--- src/rtl/stopwatch_pkg.sv ---
// Shared types and constants for the stopwatch-timer.
// FSM encodings, seconds range and prescaler sizing.
package stopwatch_pkg;

  typedef enum logic [1:0] {
    ST_IDLE    = 2'b00,
    ST_RUNNING = 2'b01,
    ST_PAUSED  = 2'b10,
    ST_EXPIRED = 2'b11
  } sw_state_t;

  localparam int SEC_W = 6;
  localparam logic [SEC_W-1:0] SEC_MAX = 6'd59;

  // Width of a counter spanning 0..div-1, never below one bit.
  function automatic int presc_width(input int div);
    return (div <= 2) ? 1 : $clog2(div);
  endfunction

endpackage

--- src/rtl/stopwatch_timer_core_tick_prescaler.sv ---
// One-second tick generator: counts clk cycles while enabled.
// tick is high on the terminal count and the counter wraps there.
module tick_prescaler
  import stopwatch_pkg::*;
#(
  parameter int TICK_DIV = 50_000_000
) (
  input  logic clk,
  input  logic rst,
  input  logic en,
  input  logic clr,
  output logic tick
);

  localparam int PW = presc_width(TICK_DIV);
  localparam logic [PW-1:0] TERM = PW'(TICK_DIV - 1);

  logic [PW-1:0] r_cnt;

  assign tick = en && (r_cnt == TERM);

  // Cycle counter: cleared on command, wraps on tick, else holds unless enabled.
  always_ff @(posedge clk or posedge rst) begin
    if (rst) begin
      r_cnt <= '0;
    end else if (clr || tick) begin
      r_cnt <= '0;
    end else if (en) begin
      r_cnt <= r_cnt + 1'b1;
    end
  end

endmodule

--- src/rtl/stopwatch_timer_core.sv ---
// MM:SS up/down stopwatch-timer with preset load, expiry and lap capture.
// All counting advances only on the internal prescaler tick.
module stopwatch_timer_core
  import stopwatch_pkg::*;
#(
  parameter int TICK_DIV = 50_000_000,
  parameter int MIN_W    = 8
) (
  input  logic             clk,
  input  logic             rst,
  input  logic             start,
  input  logic             stop,
  input  logic             clear,
  input  logic             mode,
  input  logic             load,
  input  logic [MIN_W-1:0] load_min,
  input  logic [5:0]       load_sec,
  input  logic             lap,
  output logic [MIN_W-1:0] minutes,
  output logic [5:0]       seconds,
  output logic [MIN_W-1:0] lap_min,
  output logic [5:0]       lap_sec,
  output logic             lap_valid,
  output logic [1:0]       status,
  output logic             expired,
  output logic             wrapped
);

  sw_state_t        r_state;
  logic [MIN_W-1:0] r_min;
  logic [5:0]       r_sec;
  logic [MIN_W-1:0] r_lap_min;
  logic [5:0]       r_lap_sec;
  logic             r_lap_valid;
  logic             r_expired;
  logic             r_wrapped;
  logic             r_mode;

  logic       w_tick;
  logic       w_run;
  logic       w_pclr;
  logic       w_zero;
  logic       w_one;
  logic [5:0] w_ld_sec;

  assign w_run    = (r_state == ST_RUNNING);
  assign w_zero   = (r_min == '0) && (r_sec == '0);
  assign w_one    = (r_min == '0) && (r_sec == 6'd1);
  assign w_ld_sec = (load_sec > SEC_MAX) ? SEC_MAX : load_sec;
  assign w_pclr   = clear
                  || ((r_state == ST_IDLE) && start)
                  || ((r_state == ST_PAUSED) && load);

  tick_prescaler #(
    .TICK_DIV(TICK_DIV)
  ) u_presc (
    .clk (clk),
    .rst (rst),
    .en  (w_run),
    .clr (w_pclr),
    .tick(w_tick)
  );

  // FSM, time counters, lap registers and pulse outputs.
  always_ff @(posedge clk or posedge rst) begin
    if (rst) begin
      r_state     <= ST_IDLE;
      r_min       <= '0;
      r_sec       <= '0;
      r_lap_min   <= '0;
      r_lap_sec   <= '0;
      r_lap_valid <= 1'b0;
      r_expired   <= 1'b0;
      r_wrapped   <= 1'b0;
      r_mode      <= 1'b0;
    end else if (clear) begin
      r_state     <= ST_IDLE;
      r_min       <= '0;
      r_sec       <= '0;
      r_lap_min   <= '0;
      r_lap_sec   <= '0;
      r_lap_valid <= 1'b0;
      r_expired   <= 1'b0;
      r_wrapped   <= 1'b0;
    end else begin
      r_expired <= 1'b0;
      r_wrapped <= 1'b0;
      unique case (r_state)
        ST_IDLE: begin
          if (load) begin
            r_min <= load_min;
            r_sec <= w_ld_sec;
          end
          if (start && !(mode && w_zero)) begin
            r_state <= ST_RUNNING;
            r_mode  <= mode;
          end
        end
        ST_RUNNING: begin
          if (stop && !start) begin
            r_state <= ST_PAUSED;
          end else if (stop) begin
            r_state <= ST_PAUSED;
          end
          if (lap) begin
            r_lap_min   <= r_min;
            r_lap_sec   <= r_sec;
            r_lap_valid <= 1'b1;
          end
          if (w_tick) begin
            if (!r_mode) begin
              if (r_sec == SEC_MAX) begin
                r_sec <= '0;
                if (&r_min) begin
                  r_min     <= '0;
                  r_wrapped <= 1'b1;
                end else begin
                  r_min <= r_min + 1'b1;
                end
              end else begin
                r_sec <= r_sec + 1'b1;
              end
            end else if (w_zero || w_one) begin
              r_sec     <= '0;
              r_state   <= ST_EXPIRED;
              r_expired <= 1'b1;
            end else if (r_sec == '0) begin
              r_sec <= SEC_MAX;
              r_min <= r_min - 1'b1;
            end else begin
              r_sec <= r_sec - 1'b1;
            end
          end
        end
        ST_PAUSED: begin
          if (start) begin
            r_state <= ST_RUNNING;
          end
          if (lap) begin
            r_lap_min   <= r_min;
            r_lap_sec   <= r_sec;
            r_lap_valid <= 1'b1;
          end
          if (load) begin
            r_min <= load_min;
            r_sec <= w_ld_sec;
          end
        end
        ST_EXPIRED: begin
          r_state <= ST_EXPIRED;
        end
      endcase
    end
  end

  assign minutes   = r_min;
  assign seconds   = r_sec;
  assign lap_min   = r_lap_min;
  assign lap_sec   = r_lap_sec;
  assign lap_valid = r_lap_valid;
  assign status    = r_state;
  assign expired   = r_expired;
  assign wrapped   = r_wrapped;

endmodule

--- config.mk ---
export PLATFORM = sky130hd
export DESIGN_NAME = stopwatch_timer_core
export DESIGN_NICKNAME = d
export VERILOG_FILES = /design/src/rtl/stopwatch_pkg.sv /design/src/rtl/stopwatch_timer_core_tick_prescaler.sv /design/src/rtl/stopwatch_timer_core.sv
export SDC_FILE = /design/constraint.sdc
export NUM_CORES = 1
export LEC_CHECK = 0
export CAP_MARGIN = 10
export CORE_MARGIN = 5
export CORE_UTILIZATION = 40
export CTS_CLUSTER_DIAMETER = 40
export CTS_CLUSTER_SIZE = 20
export DETAILED_ROUTE_END_ITERATION = 12
export PLACE_DENSITY_LB_ADDON = 0.08
export RECOVER_POWER = 50
export SLEW_MARGIN = 10
export SYNTH_ARGS = -nofsm -noshare
export SYNTH_HDL_FRONTEND = slang
export SYNTH_SLANG_ARGS = --single-unit
--- constraint.sdc ---
create_clock -name clk -period 2.5 [get_ports clk]
set_clock_uncertainty 0.15 [all_clocks]
set_input_delay 0.5 -clock clk [delete_from_list [all_inputs] [get_ports clk]]
set_output_delay 0.5 -clock clk [all_outputs]
set_load 0.1 [all_outputs]
==> flow_summary.yaml, run 1 <==
outcome:
  status: "complete, no violations"
timing:
  hold_viol_final: 0
  fmax_mhz: 427
  setup_viol: 0
  slew_headroom_pct: 22.6
  tightest_slew_ps: 1170
  fin_crit_sh_pct: 93.8
  min_period_ps: 2340
  slew_violations: 0
  rsz0062_at_grt: "false"
detailed_routing:
  postRouteAntennaNets: 0
  drc: 0
  dr.first_iter.drc_count: 198
  drt_first_pass_iters: 5
  post_drt_via_cell_ratio: 5.67
  vias: 3449
  wire_per_inst_um: 17.6
  wirelength_um: 10700
power:
  combPwrFrac_pct: 62.6
  pwr-share-clk_pct: 13.6
  seqPwrFrac_pct: 23.8
  finalPower_mw: 5.78
  p_switching_mw: 3.11
  ir_worst_vdd_v: 0.000408
  internal_power_mw: 2.66
  swShare_pct: 53.9
  p_leak_nw: 1.92
  power-per-cell-area_nw_per_um2: 1240
worst_setup_path:
  cp.required_ps: 2560
  reg2reg_from: "status[0]"
  crit_type: "flop to flop"
  timing.reg2reg.setup_slack_ps: 160
  reg2reg_depth: 6
  end_kind: "flop"
  start_kind: "flop"
  worstReg2RegEnd: "minutes[7]"
  worstPathMaxFanout: 14
  worst-endpoint-arrival_ps: 2400
placement:
  dp_hpwl_um: 7770
  place_area_sq_um: 4530
  portBuffers: 54
  place_congestion: 0.831
finish:
  layout_commonest_cell: "nand2_1"
  multi_input_area_sq_um: 2130
  fin_area_sq_um: 4660
  nNetsFinal: 527
  final_cell_mix: "nand2_1, dfrtp_1, buf_4"
  drive_above_1_share_pct: 21.3
  n_antenna_cell: 0
  syn2layout_area_growth_pct: 24.3
  fillers: 934
  postLayoutCoreUtil_pct: 50.7
  ff_latch_area_sq_um: 1520
synthesis:
  synth_ff_type: "dfrtp_1"
  synth-seq-cells: 60
  ys_warn_count: 0
  synth.avg_cell_area_sq_um: 8.73
  syn_inst: 429
  syn_nets: 463
  synth_edf_count: 0
  async_reset_ff_share_pct: 100
  seq_area_frac_synth_pct: 40.1
  ys_types: 62
  synth.cell_area_sq_um: 3750
cts:
  tritoncts.num_buffers: 9
  cts_hold_buf: 0
  postCtsSetupBuffers: 0
  htreeDepth: 3
  clock_sinks: 60
  clk_pin_slew_ps: 70
  insertion_delay_ps: 340
  cts_resized: 0
  cts_tree: "done"
  cts_root_buf: "clkbuf_8"
  clockBufferDepth: 2
min_path:
  min_path_cells: 2
  holdPathEnd: "lap_valid"
  min_from: "lap_valid"
  hold_class: "flop to flop"
global_routing:
  grt_pass1_wl_um: 18100
  grt_max_degree: 61
  groute.usage.overall_pct: 19.8
  grt_pass1_vias: 3419
  grt.overflow.total: 0
  antenna_found_initial: 0
die:
  initial_core_util_pct: 40.7
  rows: 35
  io_pins: 55
  core_sq_um: 9200
  die_area_sq_um: 11400
  die_h_um: 107
  die_w_um: 107
flow_run:
  maxCapViolCount: 0
[power by group through the flow]
stage | registers, mW | clock network (mW) | logic [mW]
floorplan | 2.28 | 0 | 1.75
global route | 1.41 | 0.859 | 3.88
finish | 1.38 | 0.785 | 3.62
detailed placement | 1.39 | 0 | 3.62
global placement | 1.39 | 0 | 3.61
CTS | 1.37 | 0.810 | 3.63
[worst max-delay path, stage by stage, from the launching register on]
cell and delay [ps]:
dfrtp_2 450, inv_1 90, ha_1 250, or2_2 460, or4_1 540, o2111ai_1 160, mux2i_1 120
[registers in the layout (all words and copies together), names as in the netlist, 2 cells and up]
signal,flops
u_presc.r_cnt,26
seconds,6
minutes,8
lap_sec,6
lap_min,8
status,2
[cells in the mapped netlist, types with 11 or more instances]
cell type / number / area share (%)
ha_1: 12 / 4.0
dfrtp_1: 60 / 40
clkbuf_1: 16 / 1.6
nand3_1: 19 / 2.5
xor2_1: 11 / 2.6
a21oi_1: 28 / 3.7
nor3_1: 22 / 2.9
inv_1: 18 / 1.8
nand2_1: 51 / 5.1
nand4_1: 11 / 1.8
nor2_1: 37 / 3.7
xnor2_1: 18 / 4.2
[logic make-up after synthesis]
family	after synthesis	share of synthesized area, %
AOI/OAI and AO/OA	88	16.6
and+or+nand+nor	191	26.7
DFF	60	40.1
buffers and inverters	45	4.78
adders and majority gates	12	4.01
muxes	4	1.10
xor gates and xnor gates	29	6.78
[stage by stage]
stage	TNS [ps]	hold slack, ps	worst slack (ps)	std cells
finish	0	355	156	608
floorplan	-367	355	-61.0	429
global placement	0	341	118	593
CTS	0	371	67.9	608
detailed placement	0	356	86.9	593
global route	0	391	56.5	608
[metal layers]
layer  global-route usage (%)  share of wire [%]  vias up
met5                        0                  0        -
met1                     27.2                 44     1649
met3                     3.91                5.6       16
met2                     31.6                 48      105
li1                         -                  -     1679
met4                     6.12                1.5        0
[how the worst max path moves through the flow]
stage | end | startpoint | depth (start not counted) | slack (ps)
3_5_place_dp | seconds[3] | status[1] | 7 | 90
4_1_cts | seconds[5] | status[1] | 7 | 70
6_report | minutes[7] | status[0] | 6 | 160
2_1_floorplan | seconds[2] | status[0] | 7 | -60
5_1_grt | u_presc.r_cnt[23] | status[1] | 9 | 60
3_3_place_gp | seconds[3] | status[1] | 7 | 120
[cell type report]
cell class	instances	share of cell area [%]
flip-flops and latches	60	32.6
clock inverters	2	0.215
inverters	18	1.45
well taps	111	2.98
clock buffers	13	3.41
multi-input cells	324	45.7
repair buffers	80	13.6
Power figures use the tool's default switching activity.
==> run 2, diff against run 1 <==
--- a/config.mk
+++ b/config.mk
@@ -13,6 +13,8 @@
 export DETAILED_ROUTE_END_ITERATION = 12
 export PLACE_DENSITY_LB_ADDON = 0.08
 export RECOVER_POWER = 50
+export SETUP_SLACK_MARGIN = 0.05
+export SKIP_LAST_GASP = 1
 export SLEW_MARGIN = 10
 export SYNTH_ARGS = -nofsm -noshare
 export SYNTH_HDL_FRONTEND = slang
==> flow_summary.yaml, run 2 (synthesized netlist as in run 1, its figures left out) <==
outcome:
  status: "complete, no violations"
finish:
  fin_area_sq_um: 4750
  n_antenna_cell: 0
  postLayoutCoreUtil_pct: 51.6
  largest-register: "u_presc.r_cnt"
  layout_commonest_cell: "nand2_1"
  syn2layout_area_growth_pct: 26.8
  largest_register_ffs: 26
  drive_above_1_share_pct: 23.6
  nNetsFinal: 529
  final_cell_mix: "nand2_1, dfrtp_1, buf_4"
cts:
  insertion_delay_ps: 340
  clk_pin_slew_ps: 70
  clockBufferDepth: 2
  htreeDepth: 3
  clock_sinks: 60
  cts_root_buf: "clkbuf_8"
  tritoncts.num_buffers: 9
  cts_tree: "done"
detailed_routing:
  vias: 3512
  wirelength_um: 10800
  dr.first_iter.drc_count: 118
  drc: 0
  postRouteAntennaNets: 0
  drt_first_pass_iters: 4
  post_drt_via_cell_ratio: 5.75
  wire_per_inst_um: 17.6
worst_setup_path:
  crit_chain: "or4_4, or4_4, o21ai_4, o221ai_1, a32o_1"
  crit_type: "flop to flop"
  worstPathMaxFanout: 5
  start_kind: "flop"
  end_kind: "flop"
  crit_family: "simple AND/OR/NAND/NOR gates"
  cp.required_ps: 2580
  worst-endpoint-arrival_ps: 2460
  cp_common_cell: "or4_4"
  critPathBufInv: 0
  critical-path-max-stage-delay_ps: 580
  cp_slowest_cell: "or4_4"
timing:
  hold_viol_final: 0
  setup_viol: 0
  worst_slack_ps: 117
  fin_tns_setup_ps: 0
  tightest_slew_ps: 1380
  rsz0062_at_grt: "true"
  fmax_mhz: 420
  slew_violations: 0
  fin_crit_sh_pct: 95.3
  slew_headroom_pct: 8.05
  min_period_ps: 2380
power:
  power-per-cell-area_nw_per_um2: 1270
  ir_worst_vdd_v: 0.000413
  p_leak_nw: 1.95
  finalPower_mw: 6.05
placement:
  place_area_sq_um: 4550
  dp_hpwl_um: 7840
  place_congestion: 0.855
  portBuffers: 54
  place_ws_ps: 7.81
global_routing:
  antenna_found_initial: 0
  groute.usage.overall_pct: 19.6
  grt_pass1_vias: 3485
  grt.overflow.total: 0
  grt_max_degree: 61
  grt_pass1_wl_um: 18000
die:
  io_pins: 55
  core_sq_um: 9200
  rows: 35
  die_area_sq_um: 11400
  die_w_um: 107
  die_h_um: 107
  initial_core_util_pct: 40.7
min_path:
  hold_class: "flop to flop"
flow_run:
  maxCapViolCount: 0
## run 2: cell count changes in the layout (fill, tap and decap cells not counted), moves of 2 or more
cell	before	now
nor4_1	9	5
clkbuf_8	11	9
buf_4	41	43
clkinvlp_4	0	2
bufinv_16	0	2
nor4_2	2	6
## run 2: metal layers
metal | wire [um] | up-vias | share of wire (%) | track usage (%)
met5 | 0 | - | 0 | 0
met4 | 250 | 0 | 2.3 | 7.40
met3 | 529 | 30 | 4.9 | 3.91
met2 | 5200 | 101 | 48 | 31.5
met1 | 4790 | 1708 | 44 | 26.2
li1 | - | 1673 | - | -
## run 2: power breakdown
part	internal [mW]	switching, mW	total, mW
Combinational	1.16	2.57	3.73
Sequential	1.13	0.210	1.35
Clock	0.561	0.410	0.971
## run 2: worst reg2reg max path: stages, from the launching register on
cell and delay [ps]:
dfrtp_2 400, or4_4 580, or4_4 500, o21ai_4 190, o221ai_1 160, a32o_1 280
## run 2: final cells by class
type	instances	area [sq um]
Inverter	18	67.6
Sequential cell	60	1520
Clock buffer	10	128
Multi-Input combinational cell	324	2170
Clock inverter	6	88.8
Tap cell	111	139
Fill cell	894	4450
Timing Repair Buffer	82	636
## run 2: path summary, 6_finish.rpt
check	slack [ps]	cells after the start	startpoint	to
worst min register to register	370	2	lap_valid	lap_valid
worst max register to register	120	5	minutes[4]	seconds[4]
max in group asynchronous	470	3	rst	seconds[0]
worst max-delay path	120	5	minutes[4]	seconds[4]
min in group asynchronous	780	3	rst	lap_valid
worst min-delay path	370	2	lap_valid	lap_valid
## run 2: through the flow
stage                     hold slack [ps]  instances
after floorplan                       355        429
after global placement                341        594
after detailed placement              369        594
after CTS                             381        610
after global routing                  393        611
final                                 370        611
## run 2: timing repair
item                                    4_1_cts  5_1_grt
gates resized for setup                       1        5
buffers inserted                              0        1
endpoints found under the setup margin        6        6
hold endpoints to repair                      0        0
hold buffers                                  0        0
pin swaps                                     0        1
==> run 3, diff against run 2 <==
--- a/config.mk
+++ b/config.mk
@@ -5,7 +5,7 @@
 export SDC_FILE = /design/constraint.sdc
 export NUM_CORES = 1
 export LEC_CHECK = 0
-export CAP_MARGIN = 10
+export CAP_MARGIN = 5
 export CORE_MARGIN = 5
 export CORE_UTILIZATION = 40
 export CTS_CLUSTER_DIAMETER = 40
==> results of run 3 <==
Same layout as run 2: the final DEF is identical, and so are final timing and power.
